## config.mk

```make
export PLATFORM = sky130hd
export DESIGN_NAME = npc_ras
export DESIGN_NICKNAME = d
export VERILOG_FILES = /design/src/rtl/npc_ras_pkg.sv /design/src/rtl/npc_ras_ras_stack.sv /design/src/rtl/npc_ras.sv
export SDC_FILE = /design/constraint.sdc
export NUM_CORES = 1
export LEC_CHECK = 0
export CORE_AREA = 2 2 164 166
export CTS_BUF_LIST = sky130_fd_sc_hd__clkbuf_4 sky130_fd_sc_hd__clkbuf_8
export DETAILED_ROUTE_END_ITERATION = 16
export DIE_AREA = 0 0 166 168
export PLACE_DENSITY_LB_ADDON = 0.08
export SYNTH_ARGS = -nofsm -noshare
export SYNTH_HDL_FRONTEND = slang
export SYNTH_SLANG_ARGS = --single-unit
```

## constraint.sdc

```tcl
create_clock -name clk -period 6.8 [get_ports clk]
set_input_delay 0.68 -clock clk [delete_from_list [all_inputs] [get_ports clk]]
set_output_delay 0.68 -clock clk [all_outputs]
set_load 0.02 [all_outputs]
```

## src/rtl/npc_ras_pkg.sv

```systemverilog
// npc_ras_pkg: shared constants for the next-PC generator.
//   NPC_* : operation select encodings driven by decode on npc_op.
//   NPC_RESET_PC : default PC after reset.
package npc_ras_pkg;

  localparam logic [2:0] NPC_SEQ = 3'd0;
  localparam logic [2:0] NPC_BR  = 3'd1;
  localparam logic [2:0] NPC_J   = 3'd2;
  localparam logic [2:0] NPC_JAL = 3'd3;
  localparam logic [2:0] NPC_JR  = 3'd4;
  localparam logic [2:0] NPC_RET = 3'd5;

  localparam logic [31:0] NPC_RESET_PC = 32'h0000_3000;

  // Returns 1 when the op writes a link onto the return-address stack.
  function automatic logic npc_is_push(input logic [2:0] op);
    return (op == NPC_JAL);
  endfunction

  // Returns 1 when the op consumes the top of the return-address stack.
  function automatic logic npc_is_pop(input logic [2:0] op);
    return (op == NPC_RET);
  endfunction

endpackage

```

## src/rtl/npc_ras_ras_stack.sv

```systemverilog
// ras_stack: circular return-address stack.
//   clk, reset      : clock, synchronous active-high reset (clears sp/count/overflow only)
//   push, pop       : one-cycle enables, already qualified by the caller's hold condition
//   push_data       : link address written on push
//   top             : current top of stack, 0 when empty
//   count           : number of valid entries (0..DEPTH)
//   overflow        : sticky, set when a push overwrites the oldest entry
module ras_stack #(
  parameter int WIDTH = 32,
  parameter int DEPTH = 8
) (
  input  logic                       clk,
  input  logic                       reset,
  input  logic                       push,
  input  logic                       pop,
  input  logic [WIDTH-1:0]           push_data,
  output logic [WIDTH-1:0]           top,
  output logic [$clog2(DEPTH):0]     count,
  output logic                       overflow
);

  localparam int AW = $clog2(DEPTH);
  localparam int CW = AW + 1;

  logic [WIDTH-1:0] mem_q [DEPTH];
  logic [AW-1:0]    sp_q;
  logic [CW-1:0]    count_q;
  logic             overflow_q;
  logic             full_s;
  logic             empty_s;
  logic [AW-1:0]    sp_inc_s;

  assign full_s   = (count_q == CW'(DEPTH));
  assign empty_s  = (count_q == {CW{1'b0}});
  // DEPTH is a power of two, so pointer arithmetic wraps naturally.
  assign sp_inc_s = sp_q + AW'(1);

  // Top-of-stack read; an empty stack reports zero rather than stale storage.
  always_comb begin
    top = {WIDTH{1'b0}};
    if (!empty_s) begin
      top = mem_q[sp_q];
    end else begin
      top = {WIDTH{1'b0}};
    end
  end

  // Pointer, occupancy and sticky overflow; reset wins over any push or pop.
  always_ff @(posedge clk) begin
    if (reset) begin
      sp_q       <= {AW{1'b0}};
      count_q    <= {CW{1'b0}};
      overflow_q <= 1'b0;
    end else if (push) begin
      sp_q <= sp_inc_s;
      if (full_s) begin
        overflow_q <= 1'b1;
      end else begin
        count_q <= count_q + CW'(1);
      end
    end else if (pop && !empty_s) begin
      sp_q    <= sp_q - AW'(1);
      count_q <= count_q - CW'(1);
    end else begin
      sp_q <= sp_q;
    end
  end

  // Storage is deliberately not reset; only the entry above sp is written on push.
  always_ff @(posedge clk) begin
    if (push && !reset) begin
      mem_q[sp_inc_s] <= push_data;
    end
  end

  assign count    = count_q;
  assign overflow = overflow_q;

endmodule

```

## src/rtl/npc_ras.sv

```systemverilog
// npc_ras: next-PC generator with owned PC register and return-address stack.
//   clk, reset      : clock, synchronous active-high reset
//   stall           : hold PC and RAS state this cycle
//   npc_op          : operation select (NPC_* in npc_ras_pkg)
//   br_taken        : branch condition, only meaningful for NPC_BR
//   imm26           : jump immediate; [15:0] is the branch offset
//   rs_val          : register target for NPC_JR / NPC_RET
//   pc, pc4         : current PC (registered) and pc+4
//   next_pc         : PC value taken at the next unstalled edge
//   ret_pred        : RAS top (0 when empty)
//   ret_mispredict  : NPC_RET with empty stack or ret_pred != rs_val
//   ras_count       : valid RAS entries
//   ras_overflow    : sticky RAS overflow flag
module npc_ras
  import npc_ras_pkg::*;
#(
  parameter int          WIDTH     = 32,
  parameter logic [31:0] RESET_PC  = NPC_RESET_PC,
  parameter int          RAS_DEPTH = 8
) (
  input  logic                         clk,
  input  logic                         reset,
  input  logic                         stall,
  input  logic [2:0]                   npc_op,
  input  logic                         br_taken,
  input  logic [25:0]                  imm26,
  input  logic [WIDTH-1:0]             rs_val,
  output logic [WIDTH-1:0]             pc,
  output logic [WIDTH-1:0]             pc4,
  output logic [WIDTH-1:0]             next_pc,
  output logic [WIDTH-1:0]             ret_pred,
  output logic                         ret_mispredict,
  output logic [$clog2(RAS_DEPTH):0]   ras_count,
  output logic                         ras_overflow
);

  logic [WIDTH-1:0] pc_q;
  logic [WIDTH-1:0] pc_d;
  logic [WIDTH-1:0] br_off_s;
  logic [WIDTH-1:0] jmp_tgt_s;
  logic             push_s;
  logic             pop_s;

  assign pc4       = pc_q + WIDTH'(4);
  assign br_off_s  = {{(WIDTH-18){imm26[15]}}, imm26[15:0], 2'b00};
  assign jmp_tgt_s = {pc4[WIDTH-1:28], imm26, 2'b00};

  // Target select; unused codes fall through to sequential.
  always_comb begin
    pc_d = pc4;
    case (npc_op)
      NPC_SEQ: pc_d = pc4;
      NPC_BR: begin
        if (br_taken) begin
          pc_d = pc4 + br_off_s;
        end else begin
          pc_d = pc4;
        end
      end
      NPC_J:   pc_d = jmp_tgt_s;
      NPC_JAL: pc_d = jmp_tgt_s;
      NPC_JR:  pc_d = rs_val;
      NPC_RET: pc_d = rs_val;
      default: pc_d = pc4;
    endcase
  end

  // Stall freezes the stack; reset is handled inside the stack and wins.
  assign push_s = npc_is_push(npc_op) && !stall;
  assign pop_s  = npc_is_pop(npc_op) && !stall;

  ras_stack #(
    .WIDTH (WIDTH),
    .DEPTH (RAS_DEPTH)
  ) u_ras_stack (
    .clk       (clk),
    .reset     (reset),
    .push      (push_s),
    .pop       (pop_s),
    .push_data (pc4),
    .top       (ret_pred),
    .count     (ras_count),
    .overflow  (ras_overflow)
  );

  // Mispredict uses the pre-pop top; an empty stack always mispredicts.
  always_comb begin
    ret_mispredict = 1'b0;
    if (npc_is_pop(npc_op)) begin
      ret_mispredict = (ras_count == '0) || (ret_pred != rs_val);
    end else begin
      ret_mispredict = 1'b0;
    end
  end

  // PC register.
  always_ff @(posedge clk) begin
    if (reset) begin
      pc_q <= WIDTH'(RESET_PC);
    end else if (!stall) begin
      pc_q <= pc_d;
    end else begin
      pc_q <= pc_q;
    end
  end

  assign pc      = pc_q;
  assign next_pc = pc_d;

endmodule

```

==> results of run 1 <==
how the worst max path moves through the flow:
stage,start,end,slack (ns),depth (start not counted)
after floorplan,pc[2],next_pc[30],2.07,15
after global placement,imm26[15],next_pc[31],1.43,12
after detailed placement,pc[2],next_pc[31],1.29,16
after CTS,pc[2],next_pc[31],0.66,16
after global routing,pc[2],next_pc[31],0.26,16
final,pc[2],next_pc[31],0.63,16
sequential cells by signal (all words and copies together) (netlist names), named ones only:
signal / count
u_ras_stack.mem_q: 256
pc: 32
u_ras_stack.count: 4
u_ras_stack.sp_q: 3
u_ras_stack.overflow: 1
final cells by class:
| class | count | area [µm²] | area share (%) |
|---|---|---|---|
| Clock inverter | 21 | 179 | 0.964 |
| Tap cell | 341 | 427 | 2.30 |
| Multi-Input combinational cell | 735 | 6170 | 33.3 |
| Timing Repair Buffer | 237 | 2270 | 12.3 |
| Clock buffer | 67 | 828 | 4.46 |
| Inverter | 32 | 120 | 0.647 |
| Sequential cell | 299 | 8550 | 46.1 |
logic make-up (layout without fill, tap and decap cells):
family	Yosys count	in the layout	share of synthesized area [%]
DFF	299	299	56.9
and+or+nand+nor	273	273	9.09
AOI/OAI and AO/OA	223	223	10.1
muxes	113	113	12.9
buffers and inverters	86	357	2.42
xor gates and xnor gates	82	82	4.88
adders and majority gates	44	44	3.76
metrics by stage:
stage / power (mW) / area [µm²] / std cells
final: 4.49 / 18600 / 1732
after detailed placement: 2.91 / 17600 / 1644
after global placement: 2.90 / 17600 / 1644
after global routing: 4.64 / 18600 / 1732
after CTS: 4.50 / 18600 / 1732
after floorplan: 2.56 / 15000 / 1120
synthesized netlist by cell type, types with 12 or more instances:
| library cell | n | share of area (%) |
|---|---|---|
| nand4_1 | 15 | 0.62 |
| o22ai_1 | 12 | 0.50 |
| o21ai_0 | 29 | 0.97 |
| o21a_1 | 13 | 0.65 |
| xor2_1 | 22 | 1.3 |
| mux4_2 | 64 | 9.6 |
| a21oi_1 | 65 | 2.2 |
| buf_2 | 14 | 0.47 |
| nand2_1 | 70 | 1.7 |
| xnor2_1 | 58 | 3.4 |
| dfxtp_1 | 43 | 5.7 |
| clkbuf_1 | 32 | 0.80 |
| inv_1 | 30 | 0.75 |
| nor3_1 | 13 | 0.43 |
| mux2i_1 | 49 | 3.3 |
| edfxtp_1 | 256 | 51 |
| nand3_1 | 27 | 0.90 |
| a222oi_1 | 12 | 0.80 |
| a21o_1 | 18 | 0.90 |
| ha_1 | 42 | 3.5 |
| nor2_1 | 81 | 2.0 |
power breakdown:
| group | switching [mW] | internal [mW] |
|---|---|---|
| sequential | 0.0421 | 2.02 |
| combinational | 0.472 | 0.347 |
| clock | 0.700 | 0.905 |
per-layer routing:
layer,GRT usage (%),share of wire [%],vias up
li1,-,-,4844
met1,44.4,40,5417
met2,52.3,47,601
met3,6.02,8.6,103
met4,13.6,4.1,2
met5,0,0.024,-
critical path: stages (launching register included):
cell and delay (ns):
dfxtp_1 0.43, ha_1 0.25, inv_1 0.08, nor3_2 0.57, nand2_1 0.15, xnor2_1 0.67, ha_1 0.47, a21oi_1 0.22
o21ai_0 0.14, a22oi_1 0.28, and4b_1 0.28, o21ai_1 0.10, mux2i_1 0.13, and3_1 0.20, o31ai_4 0.28, nand2_1 0.13
clkdlybuf4s50_1 0.56
==> metrics, run 1 <==
status=finished, final reports clean; initial core utilization=57.0%; number of diodes=0; Unique masters post-synth=75; Synth Instances=1120; Hold Path Depth=2; # IOs=199; Core Util, Final=70.4%; Core ar.=26400 µm²; clk slew on worst S/H paths=0.06 ns; HPWL Detailed=32200 µm; Routed Antenna Nets=0; clk_lat worst skew=0.56 ns; GRT Util Overall=32.6%; clk root buf=clkbuf_8; CP endpoint kind=primary output; clk buf depth=3; Site Rows=60; most common cell after layout, fill and taps aside=edfxtp_1; fin crit period=6.17 ns; PnR worst setup slack=0.630 ns; crit path kind=flop to primary output; Final Slew Violations=0; first-pass GRT wire length=67300 µm; Port Buffers=198; post-route clock period utilization=90.7%; Hold Path End=u_ras_stack.overflow; CTS tree=done; Synth Warn #=0; Resize count post-CTS=0; CTS Buf Count=48; RSZ-0062 raised after global routing=no; DIE AREA=27900 µm²; die width=166 µm; DR pass1 iterations=6; maximum fanout along the worst path=11; post-placement setup slack=1.29 ns; max-cap viol count=0; Hold Startpoint=u_ras_stack.overflow; Clock Sinks=299; FF+latch count, synth=299; Layout area overhead=23.5%; Sum Neg Setup Slack=0 ns; setup bufs post-CTS=0; Hold Fails Final Rpt=0; vias after detailed routing=10967; Post-synth EDFFs=256; grt ovf=0; syn_nets=1229; Worst R2R End=pc[31]; VDD IR max=0.197 mV; vias in the first global route=10852; Hold WS=0.463 ns; layout cell share with drive strength beyond 1=15.6%; WP data arrival=5.49 ns; Setup-failing EPs final=0; average wire per standard cell=26.3 µm; R2R Setup Slk=2.25 ns; # DRC=0; Final Wtd Congestion=0.962; H-tree depth=2; Worst Reg-to-Reg Cells=15; P per Cell Area=242 nW/µm²; Iteration-0 DRC Markers=1165; worst r2r src=pc[2]; ys flop type=edfxtp_1; initial antenna violation count=1; Worst Tran Pin Value=1.22 ns; vias per std cell=6.33; commonest non-fill, non-tap cells in the layout=edfxtp_1 (256), clkdlybuf4s50_1 (198), nor2_1 (76); Seq/Total Area, Yosys=56.9%; Worst Hold Class=flop to flop; Die Ht=168 µm; Setup crit start kind=flop; pin count of the biggest net entering global routing=40; worst rel slew slack=18.0%; FFs w/ async S/R, synth=0%; Post-Syn Area=15000 µm²; mean cell area of the mapped netlist=13.4 µm²; hold_buf cts=0; Pleak=6.45 nW; fmax=162 MHz; Final Skew=0.0240 ns; Nets=1462; WL final=45500 µm; required time worst endpoint=6.12 ns; fill count=1877
(Power assumes the default switching activity.)
==> run 2: changes to the inputs <==
Settings changed: PLACE_DENSITY set to 0.88, PLACE_DENSITY_LB_ADDON 0.08 to unset.
==> run 2 against run 1 <==
Against the previous run:
- sequential power hardly changed
- clock skew decreased by 0.011 ns
- global-route usage grew 1.1 points
- critical path depth grew 1
- cell area fell by 0.42%
- hold slack got worse by 0.0017 ns
- first-iteration DRC count increased by 30%
- clock power down 4%
- sequential share of layout area rose by 0.20 points
- non-clock buffer count down 6
- power shrank 1.0%
- cell count is 0.58% lower
- critical endpoint is now next_pc[21]
- largest cell class unchanged
==> metrics, run 2 (synthesis results as in run 1) <==
Nets=1455; required time worst endpoint=6.12 ns; Placed Instances=1638; Setup crit start kind=flop; DIE AREA=27900 µm²; VDD IR max=0.158 mV; Sum Neg Setup Slack=0 ns; Finished Layout Cells=1722; fin crit period=6.31 ns; # DRC=0; pin count of the biggest net entering global routing=39; first-pass GRT wire length=70300 µm; fill count=1768; Hold Path End=u_ras_stack.overflow; initial core utilization=57.0%; Worst Reg-to-Reg Cells=16; top register by number of flip-flops=u_ras_stack.mem_q; RSZ-0062 raised after global routing=no; post-placement setup slack=1.26 ns; commonest non-fill, non-tap cells in the layout=edfxtp_1 (256), clkdlybuf4s50_1 (198), nor2_1 (76); WL final=47000 µm; hold_buf cts=0; H-tree depth=2; setup bufs post-CTS=0; worst r2r src=pc[2]; die width=166 µm; post-route clock period utilization=92.8%; Port Buffers=198; clk buf depth=3; clk_lat worst skew=0.57 ns; Worst Hold Class=flop to flop; status=finished, final reports clean; grt ovf=0; Die Ht=168 µm; R2R Setup Slk=2.11 ns; max reg flops=256; number of diodes=0; vias after detailed routing=11318; Setup-failing EPs final=0; Resize count post-CTS=0; initial antenna violation count=1; CTS Buf Count=47; Hold WS=0.461 ns; Final Slew Violations=0; Hold Fails Final Rpt=0; P per Cell Area=240 nW/µm²; Site Rows=60; Iteration-0 DRC Markers=1519; Final Wtd Congestion=1.00; Hold Path Depth=2; vias in the first global route=11620; Routed Antenna Nets=0; maximum fanout along the worst path=11; crit path kind=flop to primary output; HPWL Detailed=32500 µm; PnR worst setup slack=0.491 ns; layout cell share with drive strength beyond 1=15.5%; Pleak=6.42 nW; # IOs=199; CTS tree=done; DR pass1 iterations=6; Core ar.=26400 µm²; CP endpoint kind=primary output; Final Skew=0.0126 ns; fmax=159 MHz; clk slew on worst S/H paths=0.06 ns; Worst Tran Pin Value=1.18 ns; Clock Sinks=299; average wire per standard cell=27.3 µm; max-cap viol count=0; Layout area overhead=23.0%; clk root buf=clkbuf_8; Hold Startpoint=u_ras_stack.overflow; most common cell after layout, fill and taps aside=edfxtp_1; Core Util, Final=70.1%; WP data arrival=5.63 ns; GRT Util Overall=33.7%; vias per std cell=6.57; worst rel slew slack=20.8%; Worst R2R End=pc[29]
## run 2: changes by cell type in the layout (fill, tap and decap cells not counted), sizes merged
cell / change
buf: -6
bufinv: -3
clkbuf: +8
clkinv: -7
clkinvlp: -2
## run 2: worst max-delay path: stages, from the launching register on
cell             delay (ns)
dfxtp_1                0.42
ha_1                   0.24
inv_1                  0.09
nor3_2                 0.56
nand2_1                0.11
nor2_1                 0.15
nand2_1                0.09
xnor2_1                0.74
ha_1                   0.34
nand4_1                0.17
or3_1                  0.36
o32a_1                 0.18
o21ai_1                0.27
nor2_1                 0.11
xor2_1                 0.16
a21o_1                 0.19
a21oi_2                0.24
clkdlybuf4s50_1        0.65
## run 2: report_power, final
group | internal, mW | switching, mW | total, mW
logic | 0.345 | 0.491 | 0.836
registers | 2.02 | 0.0408 | 2.06
clock network | 0.851 | 0.693 | 1.54
total | 3.22 | 1.23 | 4.44
## run 2: final cells by class
type	count	area, µm²	area share, %
clock buffers	75	913	4.94
clock inverters	9	47.5	0.257
inverters	32	120	0.650
multi-input cells	735	6190	33.5
flip-flops and latches	299	8550	46.3
well taps	341	427	2.31
repair buffers	231	2230	12.1
## run 2: how the worst max path moves through the flow
stage / from / end / cells after the start
2_1_floorplan: pc[2] / next_pc[30] / 15
3_3_place_gp: pc[2] / next_pc[31] / 16
3_5_place_dp: pc[2] / next_pc[21] / 17
4_1_cts: pc[2] / next_pc[21] / 17
5_1_grt: pc[2] / next_pc[21] / 17
6_report: pc[2] / next_pc[21] / 17
## run 2: layer usage
metal  global-route usage, %  vias to the layer above  wire (µm)
met2                    54.1                      786      22000
met1                    43.8                     5536      17300
met3                    5.90                      174       4740
met4                    19.5                        0       2930
met5                       0                        -          0
li1                        -                     4822          -
## run 2: per-stage QoR
step	total power, mW	cell area (µm²)
finish	4.44	18500
global route	4.57	18500
CTS	4.43	18500
detailed placement	2.92	17500
global placement	2.90	17500
floorplan	2.56	15000
